File: config.mk
export PLATFORM = sky130hd
export DESIGN_NAME = fetch_ctrl_flat
export DESIGN_NICKNAME = d
export VERILOG_FILES = /design/src/rtl/fetch_pkg.sv /design/src/rtl/fetch_if.sv /design/src/rtl/sat_counter.sv /design/src/rtl/fetch_ctrl.sv /design/src/flat_wrapper.sv
export SDC_FILE = /design/constraint.sdc
export NUM_CORES = 1
export LEC_CHECK = 0
export CAP_MARGIN = 20
export CORE_ASPECT_RATIO = 1.2
export CORE_MARGIN = 8
export CORE_UTILIZATION = 40
export DETAILED_ROUTE_END_ITERATION = 8
export PLACE_DENSITY = 0.76
export RECOVER_POWER = 25
export SETUP_SLACK_MARGIN = 0.3
export SYNTH_ARGS = -nofsm -noshare
export SYNTH_HDL_FRONTEND = slang
export SYNTH_SLANG_ARGS = --single-unit
File: constraint.sdc
create_clock -name clk -period 1.9 [get_ports clk]
set_input_delay 0.19 -clock clk [delete_from_list [all_inputs] [get_ports clk]]
set_output_delay 0.19 -clock clk [all_outputs]
set_load 0.02 [all_outputs]
File: src/rtl/fetch_pkg.sv
// fetch_pkg: shared state encoding, default widths and halt encoding for the fetch sequencer
package fetch_pkg;
  typedef enum logic [1:0] {IDLE, LAUNCH, RUN, DONE} state_t;
  localparam int DEF_AW = 9;
  localparam int DEF_IW = 9;
  localparam logic [DEF_IW-1:0] DEF_HALT = 9'h1FF;
  typedef logic [DEF_AW-1:0] prog_tbl_t [4];
endpackage

File: src/rtl/fetch_if.sv
// fetch_if: host/ROM-facing signals of the fetch sequencer
interface fetch_if import fetch_pkg::*; #(
  parameter int AW = DEF_AW,
  parameter int IW = DEF_IW,
  parameter int CW = 16
);
  logic          req;
  logic [1:0]    prog_sel;
  logic          ack;
  logic          abort;
  logic          stall;
  logic          branch;
  logic          taken;
  logic [AW-1:0] target;
  logic [IW-1:0] instr_in;
  logic [AW-1:0] pc_out;
  logic          busy;
  logic          done;
  logic [CW-1:0] cycle_count;
  logic [CW-1:0] instr_count;
  modport master(output req, prog_sel, ack, abort, stall, branch, taken, target, instr_in,
                 input pc_out, busy, done, cycle_count, instr_count);
  modport slave(input req, prog_sel, ack, abort, stall, branch, taken, target, instr_in,
                output pc_out, busy, done, cycle_count, instr_count);
endinterface

File: src/rtl/sat_counter.sv
// sat_counter: clearable up-counter that sticks at all-ones
module sat_counter #(
  parameter int CW = 16
) (
  input  logic          clk,
  input  logic          rst,
  input  logic          clr,
  input  logic          inc,
  output logic [CW-1:0] count
);
  always_ff @(posedge clk or posedge rst)
    if (rst) count <= '0;
    else if (clr) count <= '0;
    else if (inc && count != '1) count <= count + 1'b1;
endmodule

File: src/rtl/fetch_ctrl.sv
// fetch_ctrl: launches one of four programs, steps the PC with stall/branch until halt, then waits for ack
module fetch_ctrl import fetch_pkg::*; #(
  parameter int            AW         = DEF_AW,
  parameter int            IW         = DEF_IW,
  parameter logic [IW-1:0] HALT_INSTR = DEF_HALT,
  parameter int            PROG0_ADDR = 0,
  parameter int            PROG1_ADDR = 128,
  parameter int            PROG2_ADDR = 256,
  parameter int            PROG3_ADDR = 384,
  parameter int            CW         = 16
) (
  input logic   clk,
  input logic   reset,
  fetch_if.slave bus
);
  localparam logic [AW-1:0] PROG_TBL [4] = '{AW'(PROG0_ADDR), AW'(PROG1_ADDR), AW'(PROG2_ADDR), AW'(PROG3_ADDR)};
  state_t        state, state_nx;
  logic [1:0]    sel;
  logic [AW-1:0] pc, pc_nx;
  logic          clr, cyc_inc, ins_inc;
  always_ff @(posedge clk or posedge reset)
    if (reset) begin
      state <= IDLE;
      pc    <= '0;
      sel   <= '0;
    end else begin
      state <= state_nx;
      pc    <= pc_nx;
      if (state == IDLE && bus.req) sel <= bus.prog_sel;
    end
  // RUN priority: abort > halt > stall > taken branch > increment
  always_comb begin
    state_nx = state;
    pc_nx    = pc;
    clr      = 1'b0;
    cyc_inc  = 1'b0;
    ins_inc  = 1'b0;
    case (state)
      IDLE:   state_nx = bus.req ? LAUNCH : IDLE;
      LAUNCH: begin
        pc_nx    = PROG_TBL[sel];
        clr      = 1'b1;
        state_nx = bus.abort ? IDLE : RUN;
      end
      RUN:
        if (bus.abort) state_nx = IDLE;
        else if (bus.instr_in == HALT_INSTR) begin
          state_nx = DONE;
          cyc_inc  = 1'b1;
        end else begin
          cyc_inc = 1'b1;
          ins_inc = !bus.stall;
          pc_nx   = bus.stall ? pc : (bus.branch && bus.taken) ? bus.target : pc + 1'b1;
        end
      DONE:    state_nx = bus.ack ? IDLE : DONE;
      default: state_nx = IDLE;
    endcase
  end
  assign bus.pc_out = pc;
  assign bus.busy   = state == LAUNCH || state == RUN;
  assign bus.done   = state == DONE;
  sat_counter #(.CW(CW)) u_cycle (.clk(clk), .rst(reset), .clr(clr), .inc(cyc_inc), .count(bus.cycle_count));
  sat_counter #(.CW(CW)) u_instr (.clk(clk), .rst(reset), .clr(clr), .inc(ins_inc), .count(bus.instr_count));
endmodule

File: src/flat_wrapper.sv
// flat-port wrapper written by rule: the top's interface ports become plain ports
module fetch_ctrl_flat import fetch_pkg::*;
#(
  parameter int            AW         = DEF_AW,
  parameter int            IW         = DEF_IW,
  parameter logic [IW-1:0] HALT_INSTR = DEF_HALT,
  parameter int            PROG0_ADDR = 0,
  parameter int            PROG1_ADDR = 128,
  parameter int            PROG2_ADDR = 256,
  parameter int            PROG3_ADDR = 384,
  parameter int            CW         = 16
)
  (clk, reset, bus_req, bus_prog_sel, bus_ack, bus_abort, bus_stall, bus_branch, bus_taken, bus_target, bus_instr_in, bus_pc_out, bus_busy, bus_done, bus_cycle_count, bus_instr_count);
  fetch_if #(.AW(AW), .IW(IW), .CW(CW)) bus_i ();
  input logic clk;
  input logic reset;
  input wire logic [$bits(bus_i.req)-1:0] bus_req;
  input wire logic [$bits(bus_i.prog_sel)-1:0] bus_prog_sel;
  input wire logic [$bits(bus_i.ack)-1:0] bus_ack;
  input wire logic [$bits(bus_i.abort)-1:0] bus_abort;
  input wire logic [$bits(bus_i.stall)-1:0] bus_stall;
  input wire logic [$bits(bus_i.branch)-1:0] bus_branch;
  input wire logic [$bits(bus_i.taken)-1:0] bus_taken;
  input wire logic [$bits(bus_i.target)-1:0] bus_target;
  input wire logic [$bits(bus_i.instr_in)-1:0] bus_instr_in;
  output wire logic [$bits(bus_i.pc_out)-1:0] bus_pc_out;
  output wire logic [$bits(bus_i.busy)-1:0] bus_busy;
  output wire logic [$bits(bus_i.done)-1:0] bus_done;
  output wire logic [$bits(bus_i.cycle_count)-1:0] bus_cycle_count;
  output wire logic [$bits(bus_i.instr_count)-1:0] bus_instr_count;
  assign bus_i.req = bus_req;
  assign bus_i.prog_sel = bus_prog_sel;
  assign bus_i.ack = bus_ack;
  assign bus_i.abort = bus_abort;
  assign bus_i.stall = bus_stall;
  assign bus_i.branch = bus_branch;
  assign bus_i.taken = bus_taken;
  assign bus_i.target = bus_target;
  assign bus_i.instr_in = bus_instr_in;
  assign bus_pc_out = bus_i.pc_out;
  assign bus_busy = bus_i.busy;
  assign bus_done = bus_i.done;
  assign bus_cycle_count = bus_i.cycle_count;
  assign bus_instr_count = bus_i.instr_count;
  fetch_ctrl #(.AW(AW), .IW(IW), .HALT_INSTR(HALT_INSTR), .PROG0_ADDR(PROG0_ADDR), .PROG1_ADDR(PROG1_ADDR), .PROG2_ADDR(PROG2_ADDR), .PROG3_ADDR(PROG3_ADDR), .CW(CW)) u_core (.clk(clk), .reset(reset), .bus(bus_i));
endmodule
==> impl_metrics.py, run 1 <==
metrics = {
    "logic_synthesis": {
        "syn_inst": 290,
        "synth-main-ff-cell": "dfrtp_1",
        "syn_area_per_cell_um2": 8.98,
        "syn-cell-area_mm2": 0.00260,
        "yosys.area.top_type_share": 0.432,
        "syn_nets": 326,
        "ys_seq_area_frac": 0.432,
        "synth.area.top_cells": "dfrtp_1 (43%), nor2_1 (5.3%), ha_1 (3.8%), o21ai_0 (3.8%), xnor2_1 (3.7%)",
        "ys_types": 43,
        "synthArstFlopShare": 1.00,
        "yosysTopAreaCell": "dfrtp_1",
        "yosys_warnings": 0,
        "ys_seq_elements": 45,
        "synth_edf_count": 0,
    },
    "clocking": {
        "cts_max_level": 2,
        "cts_tree": "yes",
        "clk_path_buf_depth": 2,
        "clkTransAtPathRegs_ns": 0.08,
        "holdBufCountCts": 0,
        "insertion_delay_ns": 0.31,
        "cts-root-buf": "clkbuf_8",
        "cts_buffers": 5,
        "cts.sinks": 45,
    },
    "sta": {
        "worstMarginPinSlew_ns": 0.839,
        "hold_viol": 0,
        "holdWs_ns": 0.371,
        "layout_setup_ws_ns": 0.0163,
        "relSlewSlack": 0.441,
        "period_share": 0.991,
        "drv_slew": 0,
        "grt_setup_unrepaired": "yes",
        "fmax_mhz": 531,
        "setup_violations": 0,
        "fin_worst_skew_ns": 0.0158,
        "min_period_ns": 1.88,
    },
    "grt": {
        "grt_pass1_vias": 2718,
        "grtUsageTotal": 0.172,
        "grt-ovfl-total": 0,
        "grt_antenna_before_repair": 0,
        "grt_first_pass_wirelength_um": 13000,
        "grt_max_degree": 36,
    },
    "power": {
        "leakage_nw": 2.12,
        "peakVddDrop_v": 0.000538,
        "power_density_mw_per_mm2": 572,
        "fin_total_pwr_w": 0.00253,
    },
    "place": {
        "io_buffer_count": 70,
        "dp_cells": 454,
        "place_hpwl_um": 5410,
        "pre_cts_ws_ns": -0.102,
        "place.gp.congestion": 0.900,
    },
    "outcome": {
        "outcome": "completed",
    },
    "min_path": {
        "hp-class": "input pin to asynchronous set/reset pin",
    },
    "layout": {
        "area_growth_pct": 69.7,
        "final-instance-count-excl-fill": 501,
        "layout_common_cells": "clkdlybuf4s50_1 (44), buf_4 (43), nor2_1 (32)",
        "mostFrequentLayoutCell": "clkdlybuf4s50_1",
        "fillers": 453,
        "drive_above_1_share": 0.365,
        "post-route-util": 0.694,
        "n_antenna_cell": 0,
        "fin_nets": 451,
    },
    "route": {
        "drtAntennaViolNets": 0,
        "drtIter0Drc": 150,
        "finalWirelength_um": 8990,
        "wl_per_cell_um": 17.9,
        "vias": 2803,
        "drc": 0,
        "firstDrtPassIters": 4,
        "avgViaCountPerCell": 5.59,
    },
    "die": {
        "dieHeight_um": 104,
        "rows": 32,
        "io_pins": 71,
        "start_util": 0.409,
        "core_area_mm2": 0.00637,
        "die_area_mm2": 0.00936,
        "die_w_um": 89.7,
    },
    "worst_setup_path": {
        "worstSetupEndpointType": "flop",
        "worstSetupPathType": "flop to flop",
        "critPathRequiredTime_ns": 2.13,
        "reg2reg_to": "u_core.u_instr.count[6]$_DFFE_PP0P_",
        "cp.arrival_ns": 2.11,
        "start_kind": "flop",
        "timing.rr.start": "u_core.state[0]$_DFFE_PP0P_",
        "reg2reg_slack_ns": 0.02,
        "worstRegToRegCells": 8,
        "cp_max_fo": 3,
    },
    "job": {
        "max_cap_viol_count": 0,
    },
}
[logic make-up (layout without fill, tap and decap cells)]
logic type / after synthesis / count (layout) / share of synthesized area
AND/OR/NAND/NOR: 136 / 136 / 0.272
buffers and inverters: 19 / 145 / 0.0303
flip-flops: 45 / 45 / 0.432
multiplexers: 7 / 7 / 0.0288
AO/OA/AOI/OAI: 57 / 57 / 0.137
XOR/XNOR: 18 / 18 / 0.0605
adder cells (fa/ha/maj): 8 / 8 / 0.0384
[through the flow]
step / setup TNS (ns) / cell area (um2)
floorplan: 0 / 2740
global placement: -0.183 / 3660
detailed placement: -0.654 / 3660
CTS: 0 / 4050
global route: -0.0909 / 4420
finish: 0 / 4420
[area by class of cell]
type,count,area (um2),share of cell area
clock buffers,6,72.6,0.0164
clock inverters,2,10.0,0.00227
inverters,9,33.8,0.00764
multi-input cells,226,1820,0.412
flip-flops and latches,45,1150,0.259
well taps,85,106,0.0241
repair buffers,128,1230,0.278
[worst max-delay path, stage by stage (launching register included)]
cell      delay, ns
dfrtp_1        0.42
inv_2          0.09
ha_4           0.13
nor3b_4        0.21
o31a_4         0.22
buf_6          0.11
o211ai_1       0.13
or3_4          0.40
a21oi_2        0.11
[how the worst max path moves through the flow]
stage                                      startpoint  slack [ns]  cells past startpoint                                    to
final                     u_core.state[0]$_DFFE_PP0P_        0.02                      8   u_core.u_instr.count[6]$_DFFE_PP0P_
after detailed placement                    bus_abort       -0.10                      6   u_core.u_instr.count[9]$_DFFE_PP0P_
after global routing      u_core.state[0]$_DFFE_PP0P_       -0.08                      8   u_core.u_instr.count[6]$_DFFE_PP0P_
after global placement                      bus_abort       -0.05                      6  u_core.u_instr.count[11]$_DFFE_PP0P_
after floorplan           u_core.state[0]$_DFFE_PP0P_        0.11                      8  u_core.u_instr.count[10]$_DFFE_PP0P_
after CTS                 u_core.state[0]$_DFFE_PP0P_         0.1                      8   u_core.u_instr.count[6]$_DFFE_PP0P_
[routing by layer]
layer,GRT usage,share of wire,up-vias
met3,0.0395,0.054,19
met1,0.209,0.39,1395
met5,0,0,-
li1,-,-,1302
met4,0.0536,0.029,0
met2,0.286,0.53,87
[report_power, final]
part / internal [W] / total, W / switching (W)
clock network: 0.000256 / 0.000591 / 0.000335
logic: 0.000402 / 0.000838 / 0.000436
registers: 0.00102 / 0.00110 / 0.0000792
total: 0.00168 / 0.00253 / 0.000850
[flip-flops by register name (all words and copies together) (netlist names)]
register / flops
u_core.bus.pc_out: 9
u_core.sel: 2
u_core.state: 2
u_core.u_cycle.count: 16
u_core.u_instr.count: 16
[repair_timing]
action / in CTS / in global routing
setup buffers: 21 / 17
gates cloned: 0 / 1
pin swaps: 20 / 25
endpoints found under the setup margin: 43 / 60
resized for setup: 46 / 73
[synth_stat cells (all sizes together), types with 4 or more instances]
library cell  count
nor3             14
xnor2            11
dfrtp            45
clkbuf            9
and3             10
o31ai             6
o211ai            4
nor2             37
nand4            10
nand2            24
ha                8
nand3            13
xor2              7
or4               4
inv               9
mux2              4
nor4              6
a21oi            14
o21ai            21
No activity file was read; power rests on OpenSTA's default activity.
==> run 2: changes to the inputs <==
--- a/config.mk
+++ b/config.mk
@@ -7,3 +7,2 @@
 export LEC_CHECK = 0
-export CAP_MARGIN = 20
 export CORE_ASPECT_RATIO = 1.2
--- a/constraint.sdc
+++ b/constraint.sdc
@@ -3,2 +3,2 @@
 set_output_delay 0.19 -clock clk [all_outputs]
-set_load 0.02 [all_outputs]
+set_load 0.01 [all_outputs]
==> run 2 against run 1 <==
The run now ends with setup timing left. Sequential power hardly changed. Setup slack got worse by 0.020 ns. Utilization shrank 1.4 points. Fmax down 1.1%. Critical endpoint is now u_core.u_instr.count[12]$_DFFE_PP0P_. Largest power group unchanged.
==> impl_metrics.py, run 2 (synthesized netlist as in run 1, its figures left out) <==
metrics = {
    "power": {
        "power_density_mw_per_mm2": 594,
        "leakage_nw": 1.84,
        "peakVddDrop_v": 0.000448,
    },
    "place": {
        "pre_cts_ws_ns": -0.0837,
        "place_area_mm2": 0.00361,
        "io_buffer_count": 70,
        "dp_cells": 458,
        "place.gp.congestion": 0.807,
        "place_hpwl_um": 5220,
    },
    "die": {
        "die_area_mm2": 0.00936,
        "dieHeight_um": 104,
        "io_pins": 71,
        "start_util": 0.409,
        "rows": 32,
        "core_area_mm2": 0.00637,
        "die_w_um": 89.7,
    },
    "layout": {
        "fin_nets": 458,
        "area_growth_pct": 66.4,
        "seq_area_mm2": 0.00114,
        "drive_above_1_share": 0.333,
        "final_cell_area_mm2": 0.00433,
        "multi_input_area_mm2": 0.00172,
        "post-route-util": 0.681,
        "mostFrequentLayoutCell": "clkdlybuf4s50_1",
        "layout_common_cells": "clkdlybuf4s50_1 (66), buf_4 (52), dfrtp_1 (37)",
        "final-instance-count-excl-fill": 508,
        "fillers": 472,
        "n_antenna_cell": 0,
    },
    "grt": {
        "grt_first_pass_wirelength_um": 12400,
        "grt_pass1_vias": 2697,
        "grtUsageTotal": 0.165,
        "grt_max_degree": 24,
        "grt-ovfl-total": 0,
        "grt_antenna_before_repair": 0,
    },
    "worst_setup_path": {
        "worstRegToRegCells": 9,
        "cp.arrival_ns": 2.09,
        "crit_slowest_cell": "dfrtp_1",
        "path_depth": 9,
        "start_kind": "flop",
        "crit_chain": "ha_4 -> and3_4 -> nand4_4 -> buf_6 -> buf_4 -> buf_6 -> nor3b_2 -> xnor2_1 -> nor2_1",
        "slowest_delay_ns": 0.40,
        "crit_top_cell": "buf_6",
        "crit_family": "simple AND/OR/NAND/NOR gates",
        "cp_max_fo": 4,
        "worstSetupPathType": "flop to flop",
        "worstSetupEndpointType": "flop",
        "crit_buf_inv": 3,
        "critPathRequiredTime_ns": 2.08,
    },
    "sta": {
        "layout_setup_ws_ns": -0.00419,
        "min_period_ns": 1.90,
        "period_share": 1.00,
        "setup_violations": 1,
        "drv_slew": 0,
        "worstMarginPinSlew_ns": 1.16,
        "relSlewSlack": 0.230,
        "fin_worst_skew_ns": 0.00617,
        "fmax_mhz": 525,
        "hold_viol": 0,
        "fin_setup_tns_ns": -0.00419,
        "grt_setup_unrepaired": "yes",
    },
    "clocking": {
        "cts.sinks": 45,
        "cts_buffers": 5,
        "insertion_delay_ns": 0.30,
        "cts-root-buf": "clkbuf_8",
        "cts_max_level": 2,
        "clkTransAtPathRegs_ns": 0.09,
        "clk_path_buf_depth": 2,
        "cts_tree": "yes",
    },
    "route": {
        "vias": 2785,
        "drtIter0Drc": 168,
        "avgViaCountPerCell": 5.48,
        "wl_per_cell_um": 16.5,
        "firstDrtPassIters": 4,
        "finalWirelength_um": 8390,
        "drtAntennaViolNets": 0,
        "drc": 0,
    },
    "outcome": {
        "outcome": "complete, but fails checks",
        "violations": "setup timing",
    },
    "min_path": {
        "hp-class": "input pin to asynchronous set/reset pin",
    },
    "job": {
        "max_cap_viol_count": 0,
    },
}
-- run 2: cell count changes in the layout (fill, tap and decap cells not counted), moves of 4 or more --
cell | before | now
buf_4 | 43 | 52
clkdlybuf4s50_1 | 44 | 66
dfrtp_1 | 29 | 37
dfrtp_2 | 16 | 8
dlygate4sd2_1 | 5 | 0
dlymetal6s2s_1 | 17 | 1
o21ai_1 | 5 | 9
o21ai_2 | 8 | 4
-- run 2: repair_timing --
item | in CTS | in global routing
buffers inserted | 26 | 15
gates resized for setup | 42 | 46
hold buffers | 0 | 0
pin swaps | 20 | 24
cloned | 0 | 1
endpoints found under the setup margin | 42 | 48
-- run 2: metal layers --
| metal | up-vias | global-route usage | share of wire |
|---|---|---|---|
| li1 | 1312 | - | - |
| met1 | 1372 | 0.182 | 0.39 |
| met2 | 86 | 0.301 | 0.54 |
| met3 | 15 | 0.0356 | 0.050 |
| met4 | 0 | 0.0453 | 0.018 |
| met5 | - | 0 | 0 |
-- run 2: where the power goes --
part	internal [W]	switching [W]
Clock	0.000429	0.000334
Sequential	0.00102	0.0000572
Combinational	0.000363	0.000371
Total	0.00181	0.000762
-- run 2: layout make-up --
| class | instances | share of cell area |
|---|---|---|
| clock buffers | 7 | 0.0199 |
| clock inverters | 1 | 0.00693 |
| inverters | 9 | 0.00780 |
| multi-input cells | 226 | 0.396 |
| flip-flops and latches | 45 | 0.262 |
| well taps | 85 | 0.0245 |
| repair buffers | 135 | 0.282 |
-- run 2: path summary, 6_finish.rpt --
kind                                                     start                                    to  slack [ns]
max                        u_core.u_instr.count[1]$_DFFE_PP0P_  u_core.u_instr.count[12]$_DFFE_PP0P_      -0.004
min                                                      reset           u_core.state[1]$_DFFE_PP0P_        0.39
max reg2reg                u_core.u_instr.count[1]$_DFFE_PP0P_  u_core.u_instr.count[12]$_DFFE_PP0P_      -0.004
min reg2reg                          u_core.sel[0]$_DFFE_PP0P_             u_core.sel[0]$_DFFE_PP0P_        0.52
max in group asynchronous                                reset   u_core.u_instr.count[0]$_DFFE_PP0P_        0.41
min in group clk                               bus_prog_sel[1]             u_core.sel[1]$_DFFE_PP0P_        0.50
-- run 2: worst min-delay path: stages --
cell           delay [ns]
dlygate4sd3_1        0.54
clkinv_1             0.07
buf_4                0.29
-- run 2: through the flow --
stage          power (W)  hold slack (ns)
5_1_grt          0.00269            0.425
3_3_place_gp     0.00166            0.501
2_1_floorplan    0.00140            0.340
4_1_cts          0.00249            0.260
6_report         0.00257            0.391
3_5_place_dp     0.00168            0.499
